File: src/rtl/el2_trace_buf.sv
// el2_trace_buf: elastic FIFO for retired-instruction trace packets.
// Captures one packet per cycle from commit, drains in order over a
// valid/ready handshake, drops on full and flags the loss in-band on the
// next stored packet.
//
// Optional feature macro: EL2_TRACE_OVF_CNT_EN
//   defined   -> 16-bit saturating drop counter on ovf_cnt, cleared by ovf_cnt_clr
//   undefined -> ovf_cnt tied to 0, ovf_cnt_clr ignored (ports kept)

package el2_trace_pkg;

  // 104-bit retired-instruction trace packet.
  typedef struct packed {
    logic [31:0] trace_rv_i_insn_ip;
    logic [31:0] trace_rv_i_address_ip;
    logic        trace_rv_i_valid_ip;
    logic        trace_rv_i_exception_ip;
    logic [4:0]  trace_rv_i_ecause_ip;
    logic        trace_rv_i_interrupt_ip;
    logic [31:0] trace_rv_i_tval_ip;
  } el2_trace_pkt_t;

endpackage

module el2_trace_buf
  import el2_trace_pkg::*;
#(
  parameter int DEPTH = 4  // power of 2, >= 2
) (
  input  logic                       clk,
  input  logic                       rst,
  input  logic                       trace_en,
  input  el2_trace_pkt_t             trace_in,
  output logic                       trace_out_valid,
  output el2_trace_pkt_t             trace_out,
  output logic                       trace_out_ovf,
  input  logic                       trace_out_ready,
  output logic [$clog2(DEPTH):0]     fifo_count,
  input  logic                       ovf_cnt_clr,
  output logic [15:0]                ovf_cnt
);

  localparam int AW = $clog2(DEPTH);
  localparam int CW = AW + 1;

  // Handshake (output side): the head entry transfers on a cycle where
  // trace_out_valid and trace_out_ready are both high at the rising edge.
  // While valid is high and ready is low, trace_out/trace_out_ovf hold.
  // Valid never depends on ready. The input side has no backpressure:
  // a push that cannot be stored is dropped and flagged.

  // One storage entry: overflow marker plus the untouched packet.
  typedef struct packed {
    logic           ovf;
    el2_trace_pkt_t pkt;
  } entry_t;

  entry_t          mem_q [DEPTH];

  logic [AW-1:0]   wr_ptr_q, wr_ptr_d;
  logic [AW-1:0]   rd_ptr_q, rd_ptr_d;
  logic [CW-1:0]   count_q, count_d;
  logic            ovf_pending_q, ovf_pending_d;

  logic            empty;
  logic            full;
  logic            push_req;
  logic            pop;
  logic            push_acc;
  logic            drop;
  entry_t          head;

  assign empty    = (count_q == '0);
  assign full     = (count_q == CW'(DEPTH));
  assign push_req = trace_en & trace_in.trace_rv_i_valid_ip;

  // Valid comes only from registered occupancy, so a push is never
  // visible in the same cycle (no fall-through).
  assign trace_out_valid = ~empty;
  assign pop             = trace_out_valid & trace_out_ready;

  // A push into a full buffer still fits when the head leaves this cycle.
  assign push_acc = push_req & (~full | pop);
  assign drop     = push_req & full & ~pop;

  // Next-state for pointers, occupancy and the pending-overflow flag.
  always_comb begin
    wr_ptr_d      = wr_ptr_q;
    rd_ptr_d      = rd_ptr_q;
    count_d       = count_q;
    ovf_pending_d = ovf_pending_q;

    if (push_acc) begin
      wr_ptr_d = wr_ptr_q + AW'(1);
    end
    if (pop) begin
      rd_ptr_d = rd_ptr_q + AW'(1);
    end

    unique case ({push_acc, pop})
      2'b10:   count_d = count_q + CW'(1);
      2'b01:   count_d = count_q - CW'(1);
      default: count_d = count_q;
    endcase

    // The stored packet carries the loss marker, so accepting a push
    // consumes it; a drop arms it for the next accepted packet.
    if (push_acc) begin
      ovf_pending_d = 1'b0;
    end else if (drop) begin
      ovf_pending_d = 1'b1;
    end
  end

  // Control state registers, discarded immediately on reset.
  always_ff @(posedge clk or posedge rst) begin
    if (rst) begin
      wr_ptr_q      <= '0;
      rd_ptr_q      <= '0;
      count_q       <= '0;
      ovf_pending_q <= 1'b0;
    end else begin
      wr_ptr_q      <= wr_ptr_d;
      rd_ptr_q      <= rd_ptr_d;
      count_q       <= count_d;
      ovf_pending_q <= ovf_pending_d;
    end
  end

  // Packet storage; no reset, contents are qualified by occupancy.
  always_ff @(posedge clk) begin
    if (push_acc) begin
      mem_q[wr_ptr_q] <= {ovf_pending_q, trace_in};
    end
  end

  // Head entry is presented directly from storage. When empty the packet
  // is whatever was last held there; the ovf flag is forced low so it
  // reads 0 out of reset.
  assign head          = mem_q[rd_ptr_q];
  assign trace_out     = head.pkt;
  assign trace_out_ovf = head.ovf & ~empty;
  assign fifo_count    = count_q;

`ifdef EL2_TRACE_OVF_CNT_EN

  logic [15:0] ovf_cnt_q, ovf_cnt_d;

  // Drop counter next-state: clear has priority, then saturating increment.
  always_comb begin
    ovf_cnt_d = ovf_cnt_q;
    if (ovf_cnt_clr) begin
      ovf_cnt_d = '0;
    end else if (drop && (ovf_cnt_q != 16'hFFFF)) begin
      ovf_cnt_d = ovf_cnt_q + 16'd1;
    end
  end

  // Drop counter register.
  always_ff @(posedge clk or posedge rst) begin
    if (rst) begin
      ovf_cnt_q <= '0;
    end else begin
      ovf_cnt_q <= ovf_cnt_d;
    end
  end

  assign ovf_cnt = ovf_cnt_q;

`else

  // Counter absent: port kept for integration, clear input has no effect.
  logic unused_ovf_cnt_clr;
  assign unused_ovf_cnt_clr = ovf_cnt_clr;
  assign ovf_cnt            = '0;

`endif

endmodule

File: config.mk
export PLATFORM = sky130hd
export DESIGN_NAME = el2_trace_buf
export DESIGN_NICKNAME = d
export VERILOG_FILES = /design/src/rtl/el2_trace_buf.sv
export SDC_FILE = /design/constraint.sdc
export NUM_CORES = 1
export LEC_CHECK = 0
export CAP_MARGIN = 10
export CORE_MARGIN = 2
export CORE_UTILIZATION = 55
export DETAILED_ROUTE_END_ITERATION = 16
export DONT_BUFFER_PORTS = 1
export PLACE_DENSITY_LB_ADDON = 0.25
export SLEW_MARGIN = 20
export SYNTH_ARGS = -nofsm -noshare
export SYNTH_HDL_FRONTEND = slang
export SYNTH_SLANG_ARGS = --single-unit
File: constraint.sdc
create_clock -name clk -period 6.6 [get_ports clk]
set_input_delay 1.65 -clock clk [delete_from_list [all_inputs] [get_ports clk]]
set_output_delay 1.65 -clock clk [all_outputs]
set_load 0.05 [all_outputs]
# Yosys cells after proc, flatten, opt, wreduce, memory -nomap -nowiden
# Memory sizes are Yosys's and may differ from the RTL's.
# Cells that the tools add are included.
dict set report word_totals {
  latch_bits 0
  memories 1
  word_cells 30
  in_bits 109
  reg_bits 8
  romBits 0
  ram_bits 420
  output_inout_bits 125
}
# memory words word_bits rd rd_clocked_by_memory_dff wr line_no
set mem_list {}
lappend mem_list {mem_q 4 105 1 0 1 58} ;# entry_t mem_q [DEPTH];
dict set report op_classes {
  magnitude_cmp 0
  div 0
  n_addsub 4
  n_mux 5
  n_bitwise 10
  reduce_logical 3
  n_eq_ne 3
  shifts 0
  n_mul 0
}
# op count
set ops {}
lappend ops {{AND 1 bit} 6}
lappend ops {{one-hot mux 3 bit (2 select lines)} 1}
lappend ops {{adder 2 x 1 -> 2 bit, second input constant} 2}
lappend ops {{2-to-1 mux 1 bit} 4}
lappend ops {{nonzero test 2 bit} 2}
lappend ops {{adder 3 x 1 -> 3 bit, second input constant} 1}
lappend ops {{equality test 3 bit, second input constant} 1}
lappend ops {{zero test 3 bit} 1}
lappend ops {{inverter 1 bit} 3}
lappend ops {{subtractor 3 x 1 -> 3 bit, second input constant} 1}
lappend ops {{equality test 2 x 1 -> 1 bit, second input constant} 1}
lappend ops {{equality test 2 bit, second input constant} 1}
lappend ops {{bitwise OR 1 bit} 1}

# Depth between registers and ports, before layout
dict set report logic_depth {
  ltp_word 7
  mapped_depth 7
  mapped_depth_nobuf 6
}

# Least setup slack after synthesis
# No wires, ideal clock.
dict set report synth_path {
  kind {input to register}
  start {input trace_en}
  end {memory mem_q[0][0] (netlist bit) (enable)}
  path_slack_ns 1.425
  required_time_ns 6.124
  t_arrival_ns 4.700
  n_path_buf 1
  setup_ns 0.476
  cell_stages 4
  cell_sequence {clkbuf_2 -> nand2_1 -> nor2_1 -> and2_1}
}
dict set report synth_between {
  elab_chain_cells 4
}
# element line_no
set synth_lines {}
lappend synth_lines {{start: declaration} 32} ;# input logic trace_en,
lappend synth_lines {{AND 1 bit} 75} ;# assign push_req = trace_en & trace_in.trace_rv_i_valid_ip;
lappend synth_lines {{AND 1 bit} 83} ;# assign push_acc = push_req & (~full | pop);
lappend synth_lines {{2-to-1 mux 1 bit} 132} ;# if (push_acc) begin
lappend synth_lines {{2-to-1 mux 1 bit (implied by the code)} 133} ;# mem_q[wr_ptr_q] <= {ovf_pending_q, trace_in};
lappend synth_lines {{end: declaration} 58}
# No other way between the ends.

==> flow_summary.ini <==
[run_status]
status = complete, no violations

[clocking]
cts_setup_buffers = 0
root_buffer = clkbuf_16
cts_hold_buf = 0
cts_sinks = 428
clockBufferDepth = 3
cts_tree = done
clock_latency_ns = 0.52
numCtsBuffers = 43
cts_max_level = 2
clk_pin_slew_ns = 0.06
cts_resized = 0

[yosys]
synth_top_family_by_area = multiplexers
synth_cell_type_count = 35
yosys_register_bits = 428
synthTopCellsByCount = 420 x edfxtp_1, 105 x mux4_2, 19 x buf_4
yosysTopAreaCellShare_pct = 80.0
yosysMostFrequentCell = edfxtp_1
synth_compound_area_share_pct = 0.524
synth-edff-count = 420
synth-seq-area-share_pct = 81.2
yosys.area_share.simple_pct = 0.841
synth_fa_ha_area_share_pct = 0.444
synth.area.top_cells = edfxtp_1 80%, mux4_2 15%, dfrtp_1 1.3%, buf_4 0.90%, buf_2 0.48%
syn_area_per_cell_sq_um = 25.3
synth_xor_area_share_pct = 0.167
synth_flop_cell = edfxtp_1
synth.area.mux_share_pct = 15.1
yosysWarnings = 0
async_reset_ff_share_pct = 1.87
synth_top_area_cell = edfxtp_1
syn_inst = 623
syn_area_sq_um = 15800

[sta]
finalWorstPathRequiredPeriod_ns = 4.55
holdWs_ns = 0.529
relSlewSlack_pct = 38.7
fin_tns_setup_ns = 0
setup_violations = 0
tightestPinTransition_ns = 0.919
rsz0062_at_grt = false
max_freq_ghz = 0.220
finClkSkew_ns = 0.0139
finalCritPeriodShare_pct = 68.9
drv_slew = 0
fin_ws_ns = 2.05
finalHoldViolCount = 0

[floorplan]
num_io_pins = 234
coreArea_sq_um = 28000
die_h_um = 173
fp.dieW_um = 173
initial_utilization_pct = 56.3
rows = 61
dieArea_sq_um = 30000

[grt]
antenna_found_initial = 0
grt_max_degree = 71
grt_pass1_wl_mm = 41.5
gr-total-overflow = 0
grt_use_total_pct = 18.3
grt_pass1_vias = 6895

[power]
p_comb_share_pct = 33.4
vdd_drop_max_v = 0.000291
pwr-share-clk_pct = 25.6
pwr-share-seq_pct = 41.0
p_per_area_nw_per_um2 = 490
leakagePower_nw = 5.47
p_int_w = 0.00531
switchingPower_w = 0.00325
swShare_pct = 37.9

[drt]
wl_mm = 27.2
drc = 0
vias = 6371
drtIter0Drc = 504
dr.pass1.iters = 5
antenna_left = 0
vias_per_cell = 6.03
wl_per_cell_um = 25.7

[placement]
dpl_cell_area_sq_um = 16200
dp_hpwl_mm = 16.2
post-place-ws_ns = 2.49
port_buffers = 0
gp_congestion = 0.732

[critical_path]
cp_data_required_time_ns = 4.95
r2r_slack_ns = 3.60
crit_fanout = 46
rr_worst_depth = 4
r2r-end = mem_q[0][56]
crit_path_start_kind = register
crit_type = register to output port
r2r-start = fifo_count[2]
arrival_ns = 2.90
end_kind = output port

[finish]
postLayoutCoreUtil_pct = 62.3
insertedDiodeCount = 0
drive_gt1_share_pct = 27.1
syn_to_final_growth_pct = 10.6
finalNetCount = 768
fin_area_sq_um = 17400

[run]
maxCapViolCount = 0

[min_path]
hold_class = register to register
hp-start = ovf_pending_q
holdPathStages = 0
hold_end = mem_q[2][104]
==> metrics by stage <==
stage | std cells | power (W)
after floorplan | 638 | 0.00610
after CTS | 1056 | 0.00864
final | 1057 | 0.00855
after global routing | 1057 | 0.00884
after detailed placement | 986 | 0.00645
after global placement | 986 | 0.00639
==> worst max-delay path, cell delays in order, from the launching register on <==
cell and delay (ns):
dfrtp_4 0.74, buf_4 0.79, mux4_2 0.78
==> cell type report <==
class	count	area [sq um]
inverter	5	18.8
fill	1839	10600
timing repair buffer	13	118
sequential	428	12800
clock buffer	51	1110
clock inverter	19	151
tap	378	473
multi-input combinational	163	2760
==> how the worst max path moves through the flow <==
stage / startpoint / end / slack, ns / depth (start not counted)
floorplan: trace_en / mem_q[0][0] / 1.42 / 4
global placement: rd_ptr_q[0] / trace_out[36] / 2.51 / 2
detailed placement: rd_ptr_q[0] / trace_out[36] / 2.49 / 2
CTS: rd_ptr_q[0] / trace_out[36] / 1.92 / 2
global route: rd_ptr_q[0] / trace_out[36] / 1.81 / 2
finish: rd_ptr_q[0] / trace_out[39] / 2.05 / 2
==> power by group through the flow <==
| stage | Sequential, W | Clock, W | Combinational, W |
|---|---|---|---|
| finish | 0.00351 | 0.00219 | 0.00286 |
| global route | 0.00354 | 0.00234 | 0.00296 |
| CTS | 0.00357 | 0.00223 | 0.00283 |
| detailed placement | 0.00363 | 0 | 0.00282 |
| global placement | 0.00360 | 0 | 0.00279 |
| floorplan | 0.00347 | 0 | 0.00263 |
==> cells in the final DEF (no fill, tap or decap), drive strengths merged, types with 2 or more instances in the layout <==
cell | Yosys | routed
and2 | 5 | 5
inv | 5 | 6
a21boi | 2 | 2
and3b | 2 | 2
ha | 4 | 4
o31a | 2 | 2
mux4 | 105 | 105
conb | 1 | 16
a21oi | 2 | 2
nor2 | 2 | 2
nand2 | 3 | 3
buf | 34 | 13
xnor2 | 2 | 2
clkbuf | 8 | 51
clkinv | 0 | 13
clkinvlp | 0 | 3
edfxtp | 420 | 420
nand4 | 2 | 2
dfrtp | 8 | 8
bufinv | 0 | 2
==> logic make-up after synthesis <==
group / after synthesis
AO/OA/AOI/OAI: 11
adder cells (fa/ha/maj): 5
AND/OR/NAND/NOR: 22
flip-flops: 428
other: 1
multiplexers: 106
buffers and inverters: 47
XOR/XNOR: 3
==> state kept, by name, summed over array words and instances (netlist names) <==
name	count
fifo_count	3
wr_ptr_q	2
rd_ptr_q	2
mem_q	420
ovf_pending_q	1
==> per-layer routing <==
| metal | track usage, % | share of wire (%) |
|---|---|---|
| met5 | 0 | 0 |
| met4 | 4.31 | 1.5 |
| met3 | 6.69 | 8.7 |
| met2 | 31.6 | 52 |
| met1 | 22.1 | 37 |
Power figures use the tool's default switching activity.
